**src/rtl/math_pipelined_stream.sv**
```systemverilog
// rtl/math_pipelined_stream.sv - chunked, pipelined add/sub/compare ALU with valid/ready handshake.
// Optional signed compares (LTS/GTS) are built only when MATH_PIPELINED_SIGNED_EN is defined.
module math_pipelined_stream #(
  parameter int WIDTH   = 16,
  parameter int LATENCY = 4
) (
  input  logic             clk,
  input  logic             rst,
  input  logic             in_valid,
  output logic             in_ready,
  input  logic [2:0]       in_op,
  input  logic [WIDTH-1:0] in_a,
  input  logic [WIDTH-1:0] in_b,
  output logic             out_valid,
  input  logic             out_ready,
  output logic [WIDTH-1:0] out_result,
  output logic             out_carry,
  output logic [2:0]       out_op
);

  localparam int LAT_EFF         = (LATENCY < 1) ? 1 : LATENCY;
  localparam int ALU_WIDTH       = (WIDTH + LAT_EFF - 1) / LAT_EFF;
  localparam int CHUNK_COUNT     = (WIDTH + ALU_WIDTH - 1) / ALU_WIDTH;
  localparam int LAST_CHUNK_SIZE = WIDTH - (CHUNK_COUNT - 1) * ALU_WIDTH;
  localparam int PW              = CHUNK_COUNT * ALU_WIDTH;
  localparam logic [ALU_WIDTH-1:0] LAST_MASK = {ALU_WIDTH{1'b1}} >> (ALU_WIDTH - LAST_CHUNK_SIZE);

  localparam logic [2:0] OP_ADD = 3'd0;
  localparam logic [2:0] OP_SUB = 3'd1;
  localparam logic [2:0] OP_EQ  = 3'd2;
  localparam logic [2:0] OP_NEQ = 3'd3;
  localparam logic [2:0] OP_LTU = 3'd4;
  localparam logic [2:0] OP_GTU = 3'd5;
`ifdef MATH_PIPELINED_SIGNED_EN
  localparam logic [2:0] OP_LTS = 3'd6;
  localparam logic [2:0] OP_GTS = 3'd7;
`endif

  // Stage k holds operands zero-padded to PW bits; chunk k is processed from stage k.
  logic [CHUNK_COUNT-1:0] vld_q;
  logic [PW-1:0]          a_q  [CHUNK_COUNT];
  logic [PW-1:0]          b_q  [CHUNK_COUNT];
  logic [PW-1:0]          r_q  [CHUNK_COUNT];
  logic [2:0]             op_q [CHUNK_COUNT];
  logic [CHUNK_COUNT-1:0] c_q;
  logic [CHUNK_COUNT-1:0] e_q;

  logic [PW-1:0]          r_d  [CHUNK_COUNT];
  logic [CHUNK_COUNT-1:0] c_d;
  logic [CHUNK_COUNT-1:0] e_d;

  logic                   out_valid_q;
  logic [WIDTH-1:0]       out_result_q;
  logic                   out_carry_q;
  logic [2:0]             out_op_q;

  logic [WIDTH-1:0]       res_d;
  logic                   carry_d;
  logic                   advance;

  logic [ALU_WIDTH-1:0]   ac_c;
  logic [ALU_WIDTH-1:0]   bc_c;
  logic [ALU_WIDTH-1:0]   bx_c;
  logic [ALU_WIDTH:0]     sum_c;

  assign advance  = !out_valid_q || out_ready;
  assign in_ready = advance && !rst;

  // Every non-ADD op runs A + ~B + 1, so the final carry is the inverse of the borrow.
  always_comb begin
    ac_c  = '0;
    bc_c  = '0;
    bx_c  = '0;
    sum_c = '0;
    c_d   = '0;
    e_d   = '0;
    for (int k = 0; k < CHUNK_COUNT; k++) begin
      ac_c = a_q[k][k*ALU_WIDTH +: ALU_WIDTH];
      bc_c = b_q[k][k*ALU_WIDTH +: ALU_WIDTH];
      bx_c = (op_q[k] != OP_ADD) ? ~bc_c : bc_c;
      if (k == CHUNK_COUNT - 1) begin
        bx_c = bx_c & LAST_MASK;
      end
      sum_c  = {1'b0, ac_c} + {1'b0, bx_c} + {{ALU_WIDTH{1'b0}}, c_q[k]};
      c_d[k] = (k == CHUNK_COUNT - 1) ? sum_c[LAST_CHUNK_SIZE] : sum_c[ALU_WIDTH];
      e_d[k] = e_q[k] && (ac_c == bc_c);
      r_d[k] = r_q[k];
      r_d[k][k*ALU_WIDTH +: ALU_WIDTH] = sum_c[ALU_WIDTH-1:0];
    end
  end

`ifdef MATH_PIPELINED_SIGNED_EN
  logic lts_c;
  assign lts_c = !c_d[CHUNK_COUNT-1] ^ a_q[CHUNK_COUNT-1][WIDTH-1] ^ b_q[CHUNK_COUNT-1][WIDTH-1];
`endif

  always_comb begin
    res_d   = '0;
    carry_d = 1'b0;
    case (op_q[CHUNK_COUNT-1])
      OP_ADD: begin
        res_d   = r_d[CHUNK_COUNT-1][WIDTH-1:0];
        carry_d = c_d[CHUNK_COUNT-1];
      end
      OP_SUB: begin
        res_d   = r_d[CHUNK_COUNT-1][WIDTH-1:0];
        carry_d = !c_d[CHUNK_COUNT-1];
      end
      OP_EQ:  res_d[0] = e_d[CHUNK_COUNT-1];
      OP_NEQ: res_d[0] = !e_d[CHUNK_COUNT-1];
      OP_LTU: res_d[0] = !c_d[CHUNK_COUNT-1];
      OP_GTU: res_d[0] = c_d[CHUNK_COUNT-1] && !e_d[CHUNK_COUNT-1];
`ifdef MATH_PIPELINED_SIGNED_EN
      OP_LTS: res_d[0] = lts_c;
      OP_GTS: res_d[0] = !lts_c && !e_d[CHUNK_COUNT-1];
`endif
      default: ;
    endcase
  end

  always_ff @(posedge clk) begin
    if (rst) begin
      vld_q        <= '0;
      out_valid_q  <= 1'b0;
      out_result_q <= '0;
      out_carry_q  <= 1'b0;
      out_op_q     <= 3'd0;
    end else if (advance) begin
      vld_q[0] <= in_valid;
      a_q[0]   <= PW'(in_a);
      b_q[0]   <= PW'(in_b);
      op_q[0]  <= in_op;
      c_q[0]   <= (in_op != OP_ADD);
      e_q[0]   <= 1'b1;
      r_q[0]   <= '0;
      for (int k = 1; k < CHUNK_COUNT; k++) begin
        vld_q[k] <= vld_q[k-1];
        a_q[k]   <= a_q[k-1];
        b_q[k]   <= b_q[k-1];
        op_q[k]  <= op_q[k-1];
        c_q[k]   <= c_d[k-1];
        e_q[k]   <= e_d[k-1];
        r_q[k]   <= r_d[k-1];
      end
      out_valid_q <= vld_q[CHUNK_COUNT-1];
      if (vld_q[CHUNK_COUNT-1]) begin
        out_result_q <= res_d;
        out_carry_q  <= carry_d;
        out_op_q     <= op_q[CHUNK_COUNT-1];
      end
    end
  end

  assign out_valid  = out_valid_q;
  assign out_result = out_result_q;
  assign out_carry  = out_carry_q;
  assign out_op     = out_op_q;

endmodule
```
**config.mk**
```make
export PLATFORM = sky130hd
export DESIGN_NAME = math_pipelined_stream
export DESIGN_NICKNAME = d
export VERILOG_FILES = /design/src/rtl/math_pipelined_stream.sv
export SDC_FILE = /design/constraint.sdc
export NUM_CORES = 1
export LEC_CHECK = 0
export CORE_MARGIN = 1
export CORE_UTILIZATION = 56
export DETAILED_ROUTE_END_ITERATION = 8
export PLACE_DENSITY = 0.79
export SYNTH_ARGS = -nofsm -noshare
export SYNTH_HDL_FRONTEND = slang
export SYNTH_SLANG_ARGS = --single-unit
```
**constraint.sdc**
```tcl
create_clock -name clk -period 11.96 [get_ports clk]
set_input_delay 2.392 -clock clk [delete_from_list [all_inputs] [get_ports clk]]
set_output_delay 2.392 -clock clk [all_outputs]
set_load 0.01 [all_outputs]
```
==> qor.yml <==
finalSetupTns_ns: 0
cts_resized: 0
postCtsHoldBufs: 0
rsz0062_at_grt: "no"
crit_type: "input pin to output pin"
hold_start: "b_q[2][13]"
postCtsSetupBuffers: 0
multi_input_area_um2: 1320
post_dp_cell_area_um2: 6360
status: "finished clean"
maxCapViolCount: 0
arrival_ns: 4.86
clk_pin_slew_worst_paths_ns: 0.06
syn-num-nets: 419
overflow: 0
seq_area_frac_synth: 0.746
routed_via_density: 5.16
track_usage: 0.187
synth_edf_count: 123
first_iter_violations: 193
syn_inst: 360
reg2reg_from: "op_q[3][1]"
first_pass_iters: 4
nets: 490
io_pins: 61
cp-start-kind: "input pin"
comb_power_share: 0.064
required_ns: 9.57
cts_buffers: 17
ant_nets: 0
async_flop_share: 0
tightestPinTransition_ns: 1.05
drive_above_1_share: 0.0766
clkPwrFrac: 0.425
grt_pass1_vias: 3028
min_to: "b_q[3][13]"
vias: 2976
relSlewSlack: 0.298
cp_max_fo: 55
clk_latency_ns: 0.52
final_area_um2: 6940
clk_path_buf_depth: 2
initial_core_util: 0.578
ff_latch_area_um2: 4190
p_sw_w: 0.000248
die_w_um: 102
io_buffers: 60
setup_viol: 0
intPower_w: 0.000954
htree_levels: 4
fin_skew_ns: 0.0129
dieArea_um2: 10400
ys.flop_type: "edfxtp_1"
grt_pass1_wl_mm: 14.1
r2r-end: "out_result[0]"
place_hpwl_mm: 5.50
gp_congestion: 0.760
finalMaxSlewViolations: 0
hold_violations: 0
ir_drop_mv: 0.120
r2r_slack_ns: 8.85
holdPathStages: 0
antenna_found_initial: 0
clockRootBuffer: "clkbuf_8"
worstSetupEndpointType: "output pin"
core_um2: 9730
synth_cell_type_count: 34
drc_errors: 0
cts_tree: "yes"
hp-class: "register to register"
clock.fmax_mhz: 138
syn-cell-area_um2: 5620
routed_wl_mm: 8.64
grt_max_degree: 71
n_fill_cell: 621
rows: 36
fp.dieH_um: 102
ys_ff_latch: 148
areaGrowthSynthToFinish_pct: 23.5
period_share: 0.606
cts_sinks: 148
p_sw_frac: 0.206
diodes: 0
yosys_warnings: 0
pwr_density_cell_nw_per_um2: 173
pwr-share-seq: 0.511
worstRegToRegCells: 10
avgSynthCellArea_um2: 15.6
min_period_ns: 7.25
static-leakage-power_nw: 2.41
wl_per_cell_um: 15.0
## cell usage in the layout, fill, tap and decap left out, types with 2 or more instances in the layout
| master | n |
|---|---|
| edfxtp_1 | 123 |
| clkdlybuf4s50_1 | 60 |
| nand2_1 | 33 |
| a21oi_1 | 28 |
| xnor2_1 | 25 |
| dfxtp_1 | 25 |
| inv_1 | 16 |
| clkbuf_16 | 16 |
| nand3_1 | 15 |
| xor2_1 | 12 |
| ha_1 | 12 |
| nor2b_1 | 8 |
| fa_1 | 8 |
| nand2b_1 | 7 |
| nor3_1 | 5 |
| o21ai_0 | 5 |
| clkinvlp_4 | 5 |
| a21o_1 | 4 |
| nor4_1 | 4 |
| nor2_1 | 4 |
| bufinv_16 | 3 |
| or3_1 | 2 |
| or3b_1 | 2 |
| clkinv_2 | 2 |
| clkbuf_1 | 2 |
| buf_4 | 2 |
## critical path, stage by stage
cell,delay [ns]
clkdlybuf4s50_1,0.94
nor2_4,0.27
buf_4,0.56
clkdlybuf4s50_1,0.67
## cell usage after synthesis (6+ instances only)
library cell	count	area share
a21oi_1	28	0.025
xor2_1	12	0.019
fa_1	8	0.028
nand2b_1	7	0.0078
clkbuf_1	6	0.0040
nand2_1	33	0.022
xnor2_1	25	0.039
ha_1	12	0.027
nand3_1	15	0.013
nor2b_1	8	0.0089
edfxtp_1	123	0.66
dfxtp_1	25	0.089
inv_1	16	0.011
## logic make-up after synthesis
family          after synthesis  share of synthesized area
fa+ha+maj                    20                     0.0552
compound gates               44                     0.0456
simple gates                 85                     0.0755
flops                       148                      0.746
buf+inv                      26                     0.0198
xor+xnor                     37                     0.0577
## registers in the layout (all words and copies together), names as in the netlist
signal,flops
out_carry,1
out_valid,1
a_q,40
c_q,4
e_q,3
out_op,3
vld_q,4
out_result,16
op_q,12
r_q,24
b_q,40
## worst max-delay path by stage
| stage | start | to |
|---|---|---|
| finish | rst | in_ready |
| global route | rst | in_ready |
| CTS | rst | in_ready |
| detailed placement | rst | in_ready |
| global placement | rst | in_ready |
| floorplan | rst | in_ready |
## power by group through the flow
stage	combinational [W]	clock, W	sequential, W
after floorplan	0.0000509	0	0.000622
after global placement	0.0000724	0	0.000622
after detailed placement	0.0000760	0	0.000624
after CTS	0.0000774	0.000519	0.000614
after global routing	0.0000860	0.000546	0.000617
final	0.0000768	0.000511	0.000614
## cell type report
| cell class | instances | share of cell area |
|---|---|---|
| inverter | 16 | 0.00865 |
| tap | 133 | 0.0240 |
| sequential | 148 | 0.604 |
| timing repair buffer | 62 | 0.0887 |
| multi-input combinational | 186 | 0.191 |
| clock buffer | 19 | 0.0608 |
| clock inverter | 13 | 0.0229 |
## layer usage
metal | global-route usage | part of all wire | wire [um]
met2 | 0.298 | 0.51 | 4390
met5 | 0 | 0 | 0
met3 | 0.0684 | 0.051 | 441
met4 | 0.0802 | 0.023 | 200
met1 | 0.231 | 0.42 | 3620
## stage by stage
step	setup slack, ns	cells	util	total power, W	hold slack [ns]
2_1_floorplan	1.53	360	-	0.000673	0.400
3_3_place_gp	4.79	545	0.654	0.000694	0.401
5_1_grt	4.53	577	0.713	0.00125	0.421
6_report	4.71	577	0.713	0.00120	0.411
4_1_cts	4.71	577	0.713	0.00121	0.415
3_5_place_dp	4.73	545	0.654	0.000700	0.405
(Power assumes the default switching activity.)
